<file path="src/rtl/shift_pkg.sv">
// Shared types and constants for the multi-cycle shift sequencer.
// Holds the FSM state encoding, shift-type codes and step sizing.
package shift_pkg;

    localparam int SHIFT_WIDTH = 16;
    localparam int MULTI_STEP  = 4;
    localparam int STEP_W      = 3;

    localparam logic SHIFT_LOGICAL = 1'b1;
    localparam logic SHIFT_ARITH   = 1'b0;

    typedef enum logic [1:0] {
        IDLE  = 2'd0,
        SHIFT = 2'd1,
        DONE  = 2'd2
    } state_t;

endpackage

</file>
<file path="src/rtl/shift_step.sv">
// Combinational shift of a WIDTH value by 1..MULTI_STEP bits.
// Left fills 0; right fills 0 (logical) or the MSB (arithmetic).
module shift_step
    import shift_pkg::*;
#(
    parameter int WIDTH = SHIFT_WIDTH
) (
    input  logic [WIDTH-1:0]  din,
    input  logic              dir_right,
    input  logic              shift_type,
    input  logic [STEP_W-1:0] step,
    output logic [WIDTH-1:0]  dout
);

    always_comb begin
        dout = din << step;
        if (dir_right) begin
            if (shift_type == SHIFT_LOGICAL) begin
                dout = din >> step;
            end else begin
                dout = $unsigned($signed(din) >>> step);
            end
        end
    end

endmodule

</file>
<file path="src/rtl/shift_sequencer.sv">
// Iterative shifter: signed amount, >0 left, <0 right, clamped to WIDTH.
// Latency k+1 cycles (ceil(k/4)+1 with SHIFT_SEQ_MULTI_EN); starts during busy are dropped.
module shift_sequencer
    import shift_pkg::*;
#(
    parameter int WIDTH     = SHIFT_WIDTH,
    parameter int CNT_WIDTH = 5
) (
    input  logic             clk,
    input  logic             reset,
    input  logic             start,
    input  logic [WIDTH-1:0] src,
    input  logic [WIDTH-1:0] amount,
    input  logic             shift_type,
    output logic             busy,
    output logic             done,
    output logic [WIDTH-1:0] result
);

    localparam logic [WIDTH-1:0]     FULL_MAG = WIDTH'(WIDTH);
    localparam logic [CNT_WIDTH-1:0] FULL_CNT = CNT_WIDTH'(WIDTH);

    state_t               state_q, state_d;
    logic [WIDTH-1:0]     work_q, work_d;
    logic                 dir_q, dir_d;
    logic                 type_q, type_d;
    logic [CNT_WIDTH-1:0] count_q, count_d;
    logic                 busy_q, busy_d;
    logic                 done_q, done_d;
    logic [WIDTH-1:0]     result_q, result_d;

    logic [WIDTH-1:0]     mag;
    logic [CNT_WIDTH-1:0] clamp;
    logic [STEP_W-1:0]    step;
    logic [CNT_WIDTH-1:0] cnt_dec;
    logic [WIDTH-1:0]     step_out;

    // 16'h8000 negates to itself, which as unsigned still clamps to WIDTH.
    always_comb begin
        mag   = amount[WIDTH-1] ? (~amount + WIDTH'(1)) : amount;
        clamp = (mag >= FULL_MAG) ? FULL_CNT : mag[CNT_WIDTH-1:0];
    end

`ifdef SHIFT_SEQ_MULTI_EN
    always_comb begin
        step = (count_q < CNT_WIDTH'(MULTI_STEP)) ? count_q[STEP_W-1:0] : STEP_W'(MULTI_STEP);
    end
`else
    always_comb begin
        step = STEP_W'(1);
    end
`endif

    assign cnt_dec = count_q - {{(CNT_WIDTH-STEP_W){1'b0}}, step};

    shift_step #(.WIDTH(WIDTH)) u_step (
        .din        (work_q),
        .dir_right  (dir_q),
        .shift_type (type_q),
        .step       (step),
        .dout       (step_out)
    );

    always_comb begin
        state_d  = state_q;
        work_d   = work_q;
        dir_d    = dir_q;
        type_d   = type_q;
        count_d  = count_q;
        busy_d   = (state_q == SHIFT);
        done_d   = (state_q == DONE);
        result_d = (state_q == DONE) ? work_q : result_q;

        unique case (state_q)
            IDLE, DONE: begin
                if (start) begin
                    work_d  = src;
                    dir_d   = amount[WIDTH-1];
                    type_d  = shift_type;
                    count_d = clamp;
                    state_d = (clamp != '0) ? SHIFT : DONE;
                end else begin
                    state_d = IDLE;
                end
            end
            SHIFT: begin
                work_d  = step_out;
                count_d = cnt_dec;
                if (cnt_dec == '0) begin
                    state_d = DONE;
                end
            end
            default: state_d = IDLE;
        endcase
    end

    always_ff @(posedge clk) begin
        if (reset) begin
            state_q  <= IDLE;
            work_q   <= '0;
            dir_q    <= 1'b0;
            type_q   <= SHIFT_ARITH;
            count_q  <= '0;
            busy_q   <= 1'b0;
            done_q   <= 1'b0;
            result_q <= '0;
        end else begin
            state_q  <= state_d;
            work_q   <= work_d;
            dir_q    <= dir_d;
            type_q   <= type_d;
            count_q  <= count_d;
            busy_q   <= busy_d;
            done_q   <= done_d;
            result_q <= result_d;
        end
    end

    assign busy   = busy_q;
    assign done   = done_q;
    assign result = result_q;

endmodule

</file>
<file path="config.mk">
export PLATFORM = sky130hd
export DESIGN_NAME = shift_sequencer
export DESIGN_NICKNAME = d
export VERILOG_FILES = /design/src/rtl/shift_pkg.sv /design/src/rtl/shift_step.sv /design/src/rtl/shift_sequencer.sv
export SDC_FILE = /design/constraint.sdc
export NUM_CORES = 1
export LEC_CHECK = 0
export BUFFER_PORTS_ARGS = -buffer_cell sky130_fd_sc_hd__buf_2
export CORE_UTILIZATION = 27
export CTS_CLUSTER_DIAMETER = 40
export DETAILED_ROUTE_END_ITERATION = 12
export PLACE_DENSITY_LB_ADDON = 0.12
export SLEW_MARGIN = 30
export SYNTH_ARGS = -nofsm -noshare
export SYNTH_HDL_FRONTEND = slang
export SYNTH_HIERARCHICAL = 1
export SYNTH_SLANG_ARGS = --single-unit
</file>
<file path="constraint.sdc">
create_clock -name clk -period 2.15 [get_ports clk]
set_input_delay 0.43 -clock clk [delete_from_list [all_inputs] [get_ports clk]]
set_output_delay 0.43 -clock clk [all_outputs]
set_load 0.1 [all_outputs]
</file>
==> results.sh <==
export IMPL_cp_max_fo=6
export IMPL_finalHoldViolCount=0
export IMPL_setup_violations=0
export IMPL_register_area_um2=861
export IMPL_grt_use_total=0.177
export IMPL_grt_ovfl_total=0
export IMPL_syn_inst=442
export IMPL_clock_sinks=43
export IMPL_antenna_found_initial=0
export IMPL_cp_slowest_cell="or4_4"
export IMPL_core_area_mm2=0.0122
export IMPL_synth_ff_latch_count=43
export IMPL_path_clk_slew_ps=70
export IMPL_die_w_um=115
export IMPL_grt_pass1_wl_um=18400
export IMPL_nFillCells=1362
export IMPL_drive_gt1_frac=0.250
export IMPL_drcViolationCount=0
export IMPL_port_buffers=53
export IMPL_fmax_mhz=495
export IMPL_numCtsBuffers=5
export IMPL_min_period_ps=2020
export IMPL_htreeDepth=2
export IMPL_vias=3585
export IMPL_timing_hold_ws_ps=372
export IMPL_grt_pass1_vias=3593
export IMPL_tightestPinTransition_ps=674
export IMPL_io_pins=54
export IMPL_crit_buf_inv=2
export IMPL_hold_path_class="in2reg"
export IMPL_grt_max_degree=47
export IMPL_crit_family="simple AND/OR/NAND/NOR gates"
export IMPL_synthFlopType="dfxtp_1"
export IMPL_fin_skew_ps=8.79
export IMPL_final_max_slew_viol_count=0
export IMPL_end_kind="register"
export IMPL_antenna_cells=0
export IMPL_num_nets_final=559
export IMPL_p_per_area_mw_per_mm2=611
export IMPL_crit_type="in2reg"
export IMPL_cp_arrival_ps=2240
export IMPL_dieArea_mm2=0.0132
export IMPL_crit_chain="buf_2 -> inv_1 -> ha_2 -> nand2b_1 -> a2111oi_2 -> o22ai_1 -> and3_2 -> or4_4 -> o22ai_2"
export IMPL_cp_required_ps=2370
export IMPL_timing_setup_tns_ps=0
export IMPL_p_leak_uw=0.00168
export IMPL_fin_crit_sh=0.939
export IMPL_synthArstFlopShare=0
export IMPL_fp_dieH_um=115
export IMPL_grt_setup_unrepaired="no"
export IMPL_drtIter0Drc=216
export IMPL_ctsRootBufferMaster="clkbuf_16"
export IMPL_multi_input_area_mm2=0.00237
export IMPL_dp_slack_ps=-259
export IMPL_holdBufCountCts=0
export IMPL_relSlewSlack=0.550
export IMPL_vias_per_cell=5.20
export IMPL_synth_warnings=6
export IMPL_slowest_delay_ps=500
export IMPL_syn_area_mm2=0.00344
export IMPL_dp_hpwl_um=8580
export IMPL_initial_core_util=0.282
export IMPL_gp_congestion=0.879
export IMPL_worstSkewPairLatency_ps=290
export IMPL_worst_setup_path_start_kind="primary input"
export IMPL_cap_violations=0
export IMPL_drt_wl_total_um=11500
export IMPL_peakVddDrop_mv=0.346
export IMPL_wire_per_inst_um=16.7
export IMPL_area_growth_pct=22.7
export IMPL_cts_tree="built"
export IMPL_postLayoutCoreUtil=0.346
export IMPL_firstDrtPassIters=4
export IMPL_synth_edff_count=0
export IMPL_cts_buffer_depth=2
export IMPL_placed_cells=681
export IMPL_ys_seq_area_frac=0.250
export IMPL_yosysUniqueCellTypes=67
export IMPL_stdcell_count=689
export IMPL_ant_nets=0
export IMPL_rows=40
export IMPL_setup_slack_ps=132
export IMPL_outcome="complete, no violations"
export IMPL_syn_mean_instance_area_um2=7.79
-- registers in the layout, indices dropped and copies added, names as in the netlist --
name,flops
count_q,5
state_q,2
busy,1
type_q,1
dir_q,1
done,1
result,16
work_q,16
-- path summary, 6_finish.rpt --
kind / from / endpoint / slack, ps / cells after the start
max reg2reg: dir_q$_SDFFE_PP0P_ / work_q[5]$_SDFFE_PP0P_ / 270 / 7
min reg2reg: result[11]$_SDFFE_PP0P_ / result[11]$_SDFFE_PP0P_ / 450 / 2
max: amount[0] / count_q[3]$_SDFFE_PP0P_ / 130 / 9
min: shift_type / type_q$_SDFFE_PP0P_ / 370 / 3
-- kinds of logic (layout without fill, tap and decap cells) --
group / count (synthesis) / count (layout) / synth area share
other: 2 / 11 / 0.00218
buffers and inverters: 46 / 116 / 0.0777
muxes: 43 / 43 / 0.155
DFF: 43 / 43 / 0.250
adders and majority gates: 3 / 3 / 0.0109
xor gates and xnor gates: 5 / 5 / 0.0127
AOI/OAI and AO/OA: 126 / 126 / 0.238
and+or+nand+nor: 174 / 174 / 0.254
-- area by class of cell --
| class | instances | area share |
|---|---|---|
| multi-input cells | 362 | 0.560 |
| flip-flops and latches | 43 | 0.204 |
| repair buffers | 98 | 0.143 |
| well taps | 168 | 0.0497 |
| clock buffers | 5 | 0.0296 |
| inverters | 10 | 0.00888 |
| clock inverters | 3 | 0.00562 |
-- power breakdown --
group          internal (uW)  switching [uW]
registers                853            78.3
clock network            436             370
logic                    348             498
total                   1640             946
-- cells in the mapped netlist (all sizes together), types with 3 or more instances --
| master | n | area share |
|---|---|---|
| a311oi | 3 | 0.0076 |
| a21oi | 45 | 0.065 |
| nand4 | 4 | 0.0091 |
| ha | 3 | 0.011 |
| nor4 | 3 | 0.012 |
| o21ai | 10 | 0.015 |
| mux2 | 3 | 0.0098 |
| nor3b | 3 | 0.0065 |
| a211oi | 8 | 0.017 |
| mux4 | 8 | 0.052 |
| buf | 19 | 0.046 |
| clkbuf | 16 | 0.019 |
| xnor2 | 4 | 0.010 |
| o22a | 4 | 0.010 |
| dfxtp | 43 | 0.25 |
| nand2b | 12 | 0.022 |
| nand3 | 6 | 0.0087 |
| o22ai | 22 | 0.044 |
| a31oi | 10 | 0.018 |
| nand2 | 58 | 0.063 |
| inv | 9 | 0.0098 |
| nand3b | 4 | 0.0087 |
| nor2 | 40 | 0.044 |
| mux2i | 32 | 0.093 |
| a22oi | 4 | 0.0087 |
| nor3 | 24 | 0.038 |
| nor2b | 8 | 0.015 |
-- per-stage QoR --
stage                     total power (uW)  instance area (um2)
final                                 2580                 4230
after global routing                  2720                 4230
after CTS                             2580                 4210
after detailed placement              1770                 4060
after global placement                1770                 4060
after floorplan                       1510                 3480
-- placed cells by master, fill, tap and decap left out, types with 3 or more instances in the layout --
cell type / Yosys / layout
buf_2: 5 / 53
xnor2_1: 4 / 4
mux4_2: 8 / 8
conb_1: 2 / 11
nor2b_1: 8 / 8
nand4_1: 3 / 3
o22ai_1: 20 / 20
a22oi_1: 4 / 4
dfxtp_1: 43 / 43
a211oi_1: 8 / 8
mux2i_1: 32 / 32
clkbuf_16: 0 / 5
a31oi_1: 10 / 10
o22a_1: 4 / 4
mux2_2: 3 / 3
nor2_1: 40 / 40
a311oi_1: 3 / 3
nand3_1: 6 / 6
nor3b_1: 3 / 3
nand2_1: 58 / 58
nor3_1: 23 / 23
inv_1: 9 / 9
nand2b_1: 12 / 12
buf_4: 3 / 45
o21ai_0: 9 / 9
a21oi_1: 45 / 45
nand3b_1: 4 / 4
-- worst reg2reg max path: cells and delay by family (launching register included) --
kind	cells	cell delay, ps
compound gates	4	610
buf+inv	1	310
flops	1	550
simple gates	1	70
mux	1	210
-- timing repair --
item | 4_1_cts | 5_1_grt
gates resized for setup | 0 | 4
setup endpoints to repair | 0 | 7
setup buffers | 0 | 0
-- metal layers --
layer | up-vias | part of all wire | routed length [um] | track usage
li1 | 1770 | - | - | -
met1 | 1690 | 0.47 | 5380 | 0.232
met2 | 113 | 0.47 | 5460 | 0.308
met3 | 12 | 0.047 | 542 | 0.0211
met4 | 0 | 0.012 | 137 | 0.0433
met5 | - | 0 | 0 | 0
Note: power is estimated with default switching activity, not from simulation.
